$ cat src/rtl/cnt_sched.sv
// Round-robin scheduler that shares one W-bit up-counter among NREQ requesters.
// A granted requester's job runs the counter from 0 to its sampled length, then the
// owner gets a one-cycle done pulse and priority rotates past it.
module cnt_sched #(
   parameter int unsigned NREQ = 4,
   parameter int unsigned W    = 4
) (
   input  logic              clk,
   input  logic              init_n,
   input  logic [NREQ-1:0]   req,
   input  logic [NREQ*W-1:0] len,
   output logic [NREQ-1:0]   gnt,
   output logic [W-1:0]      cnt,
   output logic [NREQ-1:0]   done,
   output logic              busy
);

   localparam int unsigned PW = (NREQ > 1) ? $clog2(NREQ) : 1;

   typedef enum logic [1:0] {StIdle, StRun, StDone} state_e;

   state_e          state_q, state_d;
   logic [NREQ-1:0] gnt_q, gnt_d;
   logic [W-1:0]    cnt_q, cnt_d;
   logic [NREQ-1:0] done_q, done_d;
   logic [PW-1:0]   ptr_q, ptr_d;
   logic [PW-1:0]   owner_q, owner_d;
   logic [W-1:0]    target_q, target_d;

   logic [W-1:0]    len_arr [NREQ];
   logic            win_valid;
   logic [PW-1:0]   win_idx;
   logic [PW-1:0]   owner_inc;
   int unsigned     arb_idx;

   // Unpack the flat length bus into one entry per requester.
   always_comb begin
      for (int unsigned i = 0; i < NREQ; i++) begin
         len_arr[i] = len[i*W +: W];
      end
   end

   // Pick the first asserted request scanning upward from ptr, wrapping at NREQ.
   always_comb begin
      win_valid = 1'b0;
      win_idx   = '0;
      arb_idx   = 0;
      for (int unsigned k = 0; k < NREQ; k++) begin
         arb_idx = 32'(ptr_q) + k;
         if (arb_idx >= NREQ) begin
            arb_idx = arb_idx - NREQ;
         end
         if (!win_valid && req[arb_idx[PW-1:0]]) begin
            win_valid = 1'b1;
            win_idx   = arb_idx[PW-1:0];
         end
      end
   end

   // Priority position just past the current owner, wrapping NREQ-1 -> 0.
   always_comb begin
      owner_inc = (owner_q == PW'(NREQ - 1)) ? '0 : owner_q + 1'b1;
   end

   // Next-state and registered-output logic for the IDLE -> RUN -> DONE job cycle.
   always_comb begin
      state_d  = state_q;
      gnt_d    = gnt_q;
      cnt_d    = cnt_q;
      done_d   = '0;
      ptr_d    = ptr_q;
      owner_d  = owner_q;
      target_d = target_q;
      unique case (state_q)
         StIdle: begin
            if (win_valid) begin
               gnt_d          = '0;
               gnt_d[win_idx] = 1'b1;
               owner_d        = win_idx;
               target_d       = len_arr[win_idx];
               cnt_d          = '0;
               state_d        = StRun;
            end
         end
         StRun: begin
            // A dropped request aborts the job even on the terminal count.
            if (!req[owner_q]) begin
               gnt_d   = '0;
               cnt_d   = '0;
               ptr_d   = owner_inc;
               state_d = StIdle;
            end else if (cnt_q != target_q) begin
               cnt_d = cnt_q + 1'b1;
            end else begin
               done_d  = gnt_q;
               state_d = StDone;
            end
         end
         StDone: begin
            gnt_d   = '0;
            cnt_d   = '0;
            ptr_d   = owner_inc;
            state_d = StIdle;
         end
         default: begin
            state_d = StIdle;
         end
      endcase
   end

   // State and output registers with asynchronous clear.
   always_ff @(posedge clk or negedge init_n) begin
      if (!init_n) begin
         state_q  <= StIdle;
         gnt_q    <= '0;
         cnt_q    <= '0;
         done_q   <= '0;
         ptr_q    <= '0;
         owner_q  <= '0;
         target_q <= '0;
      end else begin
         state_q  <= state_d;
         gnt_q    <= gnt_d;
         cnt_q    <= cnt_d;
         done_q   <= done_d;
         ptr_q    <= ptr_d;
         owner_q  <= owner_d;
         target_q <= target_d;
      end
   end

   assign gnt  = gnt_q;
   assign cnt  = cnt_q;
   assign done = done_q;
   assign busy = (state_q != StIdle);

endmodule

$ cat config.mk
export PLATFORM = sky130hd
export DESIGN_NAME = cnt_sched
export DESIGN_NICKNAME = d
export VERILOG_FILES = /design/src/rtl/cnt_sched.sv
export SDC_FILE = /design/constraint.sdc
export NUM_CORES = 1
export LEC_CHECK = 0
export ABC_AREA = 1
export CAP_MARGIN = 10
export CORE_UTILIZATION = 56
export CTS_BUF_LIST = sky130_fd_sc_hd__clkbuf_4
export DETAILED_ROUTE_END_ITERATION = 16
export HOLD_SLACK_MARGIN = 0.03
export PLACE_DENSITY = 0.88
export SLEW_MARGIN = 30
export SYNTH_ARGS = -nofsm -noshare
export SYNTH_HDL_FRONTEND = slang
export SYNTH_SLANG_ARGS = --single-unit
$ cat constraint.sdc
create_clock -name clk -period 2.8 [get_ports clk]
set_clock_uncertainty 0.05 [all_clocks]
set_input_delay 0.56 -clock clk [delete_from_list [all_inputs] [get_ports clk]]
set_output_delay 0.56 -clock clk [all_outputs]
set_load 0.01 [all_outputs]
==> qor.yml, run 1 <==
status: "finished clean"
switchingPower_mw: 1.15
seqPwrFrac_pct: 24.4
drv_cap: 0
first_pass_iters: 5
setup_violations: 0
initial_core_util_pct: 60.5
synth_most_common_cell: "nand2_1"
vias: 1408
worst_pin_slew_ns: 0.465
cts_tree: "built"
gp_congestion: 0.902
crit_path_frequent_cell: "inv_1"
synthFlopType: "dfrtp_1"
grt_max_degree: 23
synth_nets: 244
swShare_pct: 51.1
antenna_found_initial: 0
clk_latency_ns: 0.31
rsz0062_at_grt: "false"
path_cells: "inv_1, ha_1, inv_1, clkdlybuf4s50_1"
fin_ws_ns: 0.527
die_h_um: 54.2
slew_headroom_pct: 69.0
drc: 0
post-route-period-util_pct: 81.2
synthCells: 217
cp_max_fo: 4
cts.sinks: 22
final_max_slew_viol_count: 0
hold_buffers: 0
postCtsResizedCells: 0
p_comb_share_pct: 64.8
cp.required_ns: 2.19
arrival_ns: 1.66
ys_ff_latch: 22
p_per_area_mw_per_mm2: 1160
netlist_top_cells_count: "82 x nand2_1, 22 x dfrtp_1, 22 x inv_1"
hold_violations: 0
root_buffer: "clkbuf_4"
synth_top_area_share_pct: 36.1
syn_area_per_cell_um2: 7.03
first_iter_violations: 42
post_cts_buffers: 0
clockBufferDepth: 2
slowest_stage: "clkdlybuf4s50_1"
slowest_delay_ns: 0.53
io_pins: 35
cp-end-kind: "output pin"
ir_worst_vdd_mv: 0.972
antenna_cells: 0
grt_overflow: 0
track_usage_pct: 23.6
dp_hpwl_mm: 2.30
grt_pass1_wl_mm: 5.07
hp-class: "reg2reg"
drt_wl_total_mm: 2.93
wire_per_inst_um: 10.3
die_area_mm2: 0.00294
fin_crit_ns: 2.27
io_buffers: 34
synthArstFlopShare_pct: 100
antenna_left: 0
area_growth_pct: 27.0
drive_gt1_share_pct: 13.8
h-tree-depth: 1
fp.dieW_um: 54.2
power.leakage_nw: 1.00
synth_cell_types: 25
synth_edf_count: 0
cts_buffers: 3
rows: 18
fillers: 203
core_area_mm2: 0.00252
nNetsFinal: 282
yosysSeqAreaShare_pct: 36.1
viasPerCell: 4.96
yosysWarnings: 0
worstSetupPathType: "reg2out"
grt_pass1_vias: 1237
setup_tns_ns: 0
p_int_mw: 1.10
syn_area_mm2: 0.00153
clkPwrFrac_pct: 10.8
critPathLaunchType: "flop"
synth_area_leader_cell: "dfrtp_1"
path_clk_slew_ns: 0.12
ys_top_cells_by_area: "dfrtp_1 36%, nand2_1 20%, nand2_2 7.0%"
place_ws_ns: 0.370
fmax_mhz: 440
## power by group through the flow
stage          combinational, mW  clock [mW]  sequential (mW)
4_1_cts                     1.47       0.244            0.550
3_5_place_dp                1.46           0            0.554
5_1_grt                     1.68       0.260            0.566
2_1_floorplan               1.22           0            0.519
6_report                    1.46       0.243            0.550
3_3_place_gp                1.44           0            0.552
## layout by cell type (no fill, tap or decap)
master	n
xnor2_1	1
o21ai_1	1
o21ai_0	10
nand2_2	17
nor2_4	1
clkdlybuf4s50_1	34
a21oi_1	2
bufinv_16	1
clkbuf_4	3
o31ai_1	2
inv_2	3
o211ai_1	1
nand3b_1	1
buf_4	1
nor3_1	1
dfrtp_1	22
nor2_1	13
nand3_2	3
nand3_1	17
a21oi_2	1
nor2_2	2
xor2_1	3
nand4_1	2
nand2_1	82
ha_1	5
nand2_4	3
inv_1	22
## cell families (layout without fill, tap and decap cells)
group,Yosys count,count (layout),share of synthesized area [%]
AOI/OAI and AO/OA,17,17,6.32
xor gates and xnor gates,4,4,2.30
adders and majority gates,5,5,4.10
buffers and inverters,27,64,7.87
DFF,22,22,36.1
and+or+nand+nor,142,142,43.3
## registers in the layout, indices dropped and copies added, names as in the netlist
| register | count |
|---|---|
| target_q | 4 |
| cnt | 4 |
| gnt | 4 |
| state_q | 2 |
| ptr_q | 2 |
| done | 4 |
| owner_q | 2 |
## per-stage QoR
| step | power [mW] | hold WS [ns] | utilization, % | cells | cell area [µm²] |
|---|---|---|---|---|---|
| global placement | 1.99 | 0.439 | 74.7 | 280 | 1880 |
| global route | 2.50 | 0.497 | 76.8 | 284 | 1940 |
| finish | 2.26 | 0.475 | 76.8 | 284 | 1940 |
| detailed placement | 2.01 | 0.447 | 74.7 | 280 | 1880 |
| floorplan | 1.74 | 0.214 | - | 217 | 1530 |
| CTS | 2.27 | 0.478 | 76.8 | 284 | 1940 |
## final timing paths
path | from | cells after the start | end | slack, ns
max in group asynchronous | init_n | 2 | owner_q[0] | 1.96
min | gnt[2] | 2 | done[2] | 0.48
min in group asynchronous | init_n | 2 | state_q[0] | 0.53
max | state_q[0] | 4 | busy | 0.53
max reg2reg | ptr_q[0] | 13 | target_q[2] | 0.62
min reg2reg | gnt[2] | 2 | done[2] | 0.48
## critical path: cells and delay by family, from the launching register on
family / cells / cell delay (ns)
DFF: 1 / 0.43
buffers and inverters: 3 / 0.68
adders and majority gates: 1 / 0.24
## per-layer routing
layer	share of wire [%]	vias to the layer above	global-route usage [%]	wire length (µm)
met2	47	38	38.4	1380
met1	48	611	31.6	1420
met4	0.99	0	7.69	29
li1	-	755	-	-
met5	0	-	0	0
met3	3.5	4	3.39	103
## layout make-up
class	count	area [µm²]	area share, %
sequential	22	551	28.4
tap	30	37.5	1.94
inverter	25	93.8	4.84
multi-input combinational	168	855	44.1
timing repair buffer	35	348	18.0
clock buffer	3	22.5	1.16
clock inverter	1	30.0	1.55
(Power assumes the default switching activity.)
==> run 2: changes to the inputs <==
--- a/config.mk
+++ b/config.mk
@@ -7,11 +7,11 @@
 export LEC_CHECK = 0
 export ABC_AREA = 1
 export CAP_MARGIN = 10
-export CORE_UTILIZATION = 56
+export CORE_UTILIZATION = 47
 export CTS_BUF_LIST = sky130_fd_sc_hd__clkbuf_4
 export DETAILED_ROUTE_END_ITERATION = 16
 export HOLD_SLACK_MARGIN = 0.03
-export PLACE_DENSITY = 0.88
+export PLACE_DENSITY = 0.79
 export SLEW_MARGIN = 30
 export SYNTH_ARGS = -nofsm -noshare
 export SYNTH_HDL_FRONTEND = slang
==> constraint.sdc (replaced) <==
create_clock -name clk -period 1.9 [get_ports clk]
set_clock_uncertainty 0.05 [all_clocks]
set_input_delay 0.38 -clock clk [delete_from_list [all_inputs] [get_ports clk]]
set_output_delay 0.38 -clock clk [all_outputs]
set_load 0.01 [all_outputs]
==> run 2 against run 1 <==
Compared with the run above: the flow now finishes with violations (setup timing); register-to-register slack got worse by 0.69 ns; utilization fell by 4.1 points; wire length rose by 26%; combinational power rose by 110%; global-route usage fell by 3.5 points; die area rose by 18%; non-clock buffer count rose by 18; largest power group unchanged.
==> qor.yml, run 2 (synthesis results as in run 1) <==
drive_gt1_share_pct: 28.6  # +15 points
grt_pass1_vias: 1325  # +7.1%
grt_use_met2_pct: 33.9  # -4.5 points
use_met3_pct: 1.32  # -2.1 points
cts_buffers: 3  # unchanged
hold_buffers: 0  # unchanged
post-place-cells: 300  # +7.1%
gp_congestion: 0.856  # -5.1%
initial_core_util_pct: 49.6  # -11 points
hp-class: "in2async"
slew_headroom_pct: 81.4  # +12 points
area_growth_pct: 46.8
status: "complete, but fails checks"
drc: 0  # unchanged
path_clk_slew_ns: 0.13  # about the same
power.leakage_nw: 1.14  # +14%
worstSetupPathType: "reg2reg"
setup_violations: 5  # +5
grt_overflow: 0  # unchanged
wire_per_inst_um: 11.7  # +13%
root_buffer: "clkbuf_4"
nNetsFinal: 301  # +6.7%
critPathLaunchType: "flop"
layout_common_cells: "72 x nand2_1, 32 x clkdlybuf4s50_1, 22 x nand2_2, 20 x dfrtp_1, 19 x inv_1"
clk_latency_ns: 0.32  # about the same
cp.required_ns: 2.07  # -0.12 ns
die_area_mm2: 0.00348  # +18%
met1_usage_pct: 26.8  # -4.9 points
finalNonFillerCells: 317  # +12%
io_pins: 35  # unchanged
io_buffers: 34  # unchanged
fp.dieW_um: 59.0  # +8.8%
first_pass_iters: 4  # -1
die_h_um: 59.0  # +8.8%
vias: 1542  # +9.5%
hold_violations: 0  # unchanged
viasPerCell: 4.86  # -1.9%
rows: 20  # +2
drt_wl_total_mm: 3.70  # +26%
antenna_left: 0  # unchanged
drv_cap: 0  # unchanged
cp_max_fo: 7  # +3
dp_hpwl_mm: 2.41  # +5.2%
arrival_ns: 2.14  # +0.48 ns
fin_ws_ns: -0.0698  # -0.597 ns
slowest_delay_ns: 0.48  # -0.05 ns
crit_path_frequent_cell: "nand2_1"
power.total_mw: 4.25  # +88%
first_iter_violations: 66  # +57%
path_cells: "buf_6, buf_4, nand2_4, nand3_1, nand2_2, inv_2, nand3_2, nand2_4, buf_6, nand3_1, nand2_1, nand2_1, nand2_1, nand2_1, nand2_1"
violations: "setup timing"
final_common_cell: "nand2_1"
worst_pin_slew_ns: 0.278  # -0.187 ns
rsz0062_at_grt: "true"
core_area_mm2: 0.00308  # +22%
h-tree-depth: 1  # unchanged
fmax_mhz: 508
antenna_cells: 0  # unchanged
fin_crit_ns: 1.97
cts_tree: "built"
track_usage_pct: 20.1  # -3.5 points
post-route-period-util_pct: 104
grt_busiest_layer: "met2"
final_max_slew_viol_count: 0  # unchanged
ir_worst_vdd_mv: 1.04  # +7.3%
cts.sinks: 22  # unchanged
antenna_found_initial: 0  # unchanged
clockBufferDepth: 2  # unchanged
cp-end-kind: "flop"
slowest_stage: "dfrtp_2"
grt_pass1_wl_mm: 5.51  # +8.6%
p_per_area_mw_per_mm2: 1900  # +63%
grt_max_degree: 23  # unchanged
run 2: cell types whose count changed in the layout (fill, tap and decap cells not counted), moves of 3 or more:
cell / previous run / this run
nand2_1: 82 / 72
nand2_2: 17 / 22
inv_1: 22 / 19
buf_4: 1 / 14
nand3_1: 17 / 14
o21ai_0: 10 / 7
nand2_4: 3 / 8
nor2_1: 13 / 10
buf_6: 0 / 5
run 2: worst paths after layout:
check / from / slack (ns) / cells after the start / end
min reg2reg: target_q[2] / 0.46 / 2 / target_q[2]
max reg2reg: ptr_q[0] / -0.07 / 15 / target_q[2]
min in group clk: target_q[2] / 0.46 / 2 / target_q[2]
max in group asynchronous: init_n / 1.25 / 2 / ptr_q[0]
min: init_n / 0.33 / 2 / state_q[1]
max: ptr_q[0] / -0.07 / 15 / target_q[2]
run 2: report_power, final:
group,internal (mW),switching (mW)
clock network,0.214,0.149
registers,0.630,0.159
logic,1.29,1.81
total,2.13,2.12
run 2: critical path: cells and delay by family (launching register included):
family        cells  cell delay, ns
simple gates     11            0.88
buf+inv           4            0.46
flops             1            0.48
run 2: timing repair:
action                     in CTS  in global routing
pin swaps                       0                 16
setup endpoints to repair       4                 13
resized for setup               2                 43
cloned                          0                  1
setup buffers                   3                  9
run 2: metal layers:
layer  routed length, µm  part of all wire (%)
met4                  57                   1.5
met1                1620                    44
met2                1930                    52
met3                  94                   2.5
met5                   0                     0
run 2: final cells by class:
class                   instances  area, µm²
repair buffers                 53        503
flip-flops and latches         22        553
clock inverters                 1       30.0
fillers                       243        840
inverters                      25       98.8
multi-input cells             169        976
well taps                      44       55.1
clock buffers                   3       22.5
run 2: per-stage QoR:
step,area [µm²],hold WS (ns),setup slack (ns),TNS (ns),util (%)
6_report,2240,0.328,-0.0698,-0.166,72.7
5_1_grt,2240,0.365,-0.184,-1.31,72.7
4_1_cts,2030,0.341,0.0183,0,65.9
3_5_place_dp,1950,0.443,-0.277,-2.99,63.3
3_3_place_gp,1950,0.435,-0.224,-2.31,63.3
2_1_floorplan,1530,0.0344,0.193,0,-
==> variant: new RTL, settings of run 2 <==
Register the output `cnt` once more, cleared by the reset; this adds one clock of latency there. The other outputs are not delayed to match.
--- a/src/rtl/cnt_sched.sv
+++ b/src/rtl/cnt_sched.sv
@@ -132,3 +132,9 @@
    assign gnt  = gnt_q;
-   assign cnt  = cnt_q;
+   always_ff @(posedge clk or negedge init_n) begin
+      if (!init_n) begin
+         cnt <= '0;
+      end else begin
+         cnt <= cnt_q;
+      end
+   end
    assign done = done_q;
Check against the original RTL: not equivalent (a bounded check fails within 4 cycles, from zero or initial values).
==> variant against run 2 <==
The flow still finishes with violations (setup timing); maximum frequency rose by 1.8%; wire length increased by 3.0%; cell count up 4.4%; total power down 0.37%; critical path depth is 1 lower; synthesized area is 7.2% higher; global-route usage grew 1.2 points; worst setup slack better by 34 ps; final area up 5.2%; sequential cell count up 4.
==> variant: results (changes against run 2) <==
metric;value;unit;change
dp_hpwl;2.67;mm;+10%
reg2regPathDepth;14;;-1
routabilityCongestion;0.789;;-7.8%
ys_types;24;;-4.0%
gr-usage-all-layers;0.213;;+0.0122
clockBufferDepth;2;;unchanged
setup_ws;-35.7;ps;+34.2 ps
slowest_delay;510;ps;+30 ps
outcome;finished, violations left;;
hold_path_class;input port to async pin;;
tightest_slew;310;ps;+31.3 ps
ir_worst_vdd;0.000875;V;-16%
syn_inst;226;;+4.1%
ys_warn_count;0;;unchanged
clk_pin_slew;140;ps;
grt_max_degree;27;;+17%
clock_latency;320;ps;about the same
avgViaCountPerCell;4.81;;-1.1%
crit_slowest_cell;dfrtp_2;;
drt_iter0_drc;71;;+7.6%
drive_gt1_frac;0.249;;-0.0366
critical_path.top_delay_family;simple AND/OR/NAND/NOR gates;;
synth_top_flop_cell;dfrtp_1;;
final_max_slew_viol_count;0;;unchanged
num-nets-final;314;;+4.3%
htreeDepth;1;;unchanged
grt_pass1_wl;6.01;mm;+9.1%
io_buffers;34;;unchanged
synth.net_count;253;;+3.7%
place_inst;318;;+6.0%
holdWs;348;ps;+19.9 ps
synth.area.top_cells;dfrtp_1 40%, nand2_1 18%, inv_1 8.0%;;
leakage;1.23;nW;+8.6%
route.vias.total;1592;;+3.2%
cp_data_arrival_time;2100;ps;-40 ps
place_area;2120;um2;+8.9%
yosysSeqAreaShare;0.398;;+0.0369
wirelength;3.81;mm;+3.0%
grt_pass1_vias;1431;;+8.0%
clockRootBuffer;clkbuf_4;;
violations;setup timing;;
rr_endpoint;target_q[2]$_DFFE_PN0P_;;
pre_cts_ws;-373;ps;-96.9 ps
cp_max_fo;7;;unchanged
antenna_cells;0;;unchanged
setup_viol;6;;+1
drtPass1Iterations;4;;unchanged
synthTopCellsByCount;80 x nand2_1, 35 x inv_1, 26 x dfrtp_1;;
## variant: cell type report
| class | instances | area (um2) |
|---|---|---|
| repair buffers | 57 | 529 |
| well taps | 46 | 57.6 |
| clock buffers | 3 | 22.5 |
| multi-input cells | 161 | 940 |
| inverters | 38 | 153 |
| fillers | 280 | 982 |
| flip-flops and latches | 26 | 653 |
## variant: metal layers
metal	track usage	routed length, um	up-vias
met5	0	0	-
met4	0.0584	59	0
met3	0.0256	124	6
met2	0.389	1970	42
met1	0.264	1660	725
li1	-	-	819
## variant: metrics by stage
stage	total power [mW]	TNS, ps
after global routing	4.63	-960
after global placement	3.28	-3480
after detailed placement	3.35	-4090
final	4.23	-121
after CTS	3.69	0
after floorplan	2.70	0
## variant: worst max path at each step
stage | start | end | slack, ps | depth (start not counted)
2_1_floorplan | ptr_q[0]$_DFFE_PN0P_ | target_q[1]$_DFFE_PN0P_ | 200 | 16
3_3_place_gp | req[2] | target_q[0]$_DFFE_PN0P_ | -340 | 16
3_5_place_dp | req[2] | target_q[0]$_DFFE_PN0P_ | -370 | 16
4_1_cts | ptr_q[0]$_DFFE_PN0P_ | cnt_q[3]$_DFFE_PN0P_ | 0.9 | 14
5_1_grt | ptr_q[0]$_DFFE_PN0P_ | target_q[2]$_DFFE_PN0P_ | -140 | 14
6_report | ptr_q[0]$_DFFE_PN0P_ | target_q[2]$_DFFE_PN0P_ | -40 | 14
## variant: report_power, final
group          internal (mW)  switching (mW)
combinational           1.25            1.82
clock                 0.0742           0.154
sequential             0.745           0.189
## variant: cell families after synthesis
| group | Yosys count | share of synthesized area |
|---|---|---|
| compound gates | 16 | 0.0528 |
| xor+xnor | 5 | 0.0268 |
| fa+ha+maj | 5 | 0.0383 |
| buf+inv | 40 | 0.0987 |
| flops | 26 | 0.398 |
| simple gates | 134 | 0.386 |
## variant: timing repair
| action | CTS | global route |
|---|---|---|
| hold buffers | 0 | 0 |
| gates cloned | 0 | 1 |
| pin swaps | 1 | 11 |
| resized for setup | 4 | 44 |
| setup endpoints to repair | 11 | 15 |
| buffers inserted | 4 | 5 |
## variant: worst register-to-register path, cell delays in order (launching register included)
cell	delay (ps)
dfrtp_2	510
buf_6	150
nand2_2	60
nand2_2	70
nand2_2	90
nand2_4	80
nor2_8	160
nand4_4	130
buf_4	160
nand3_4	100
nand2_1	60
nand3_1	60
nand2_1	60
nand2_1	50
nand2_1	50
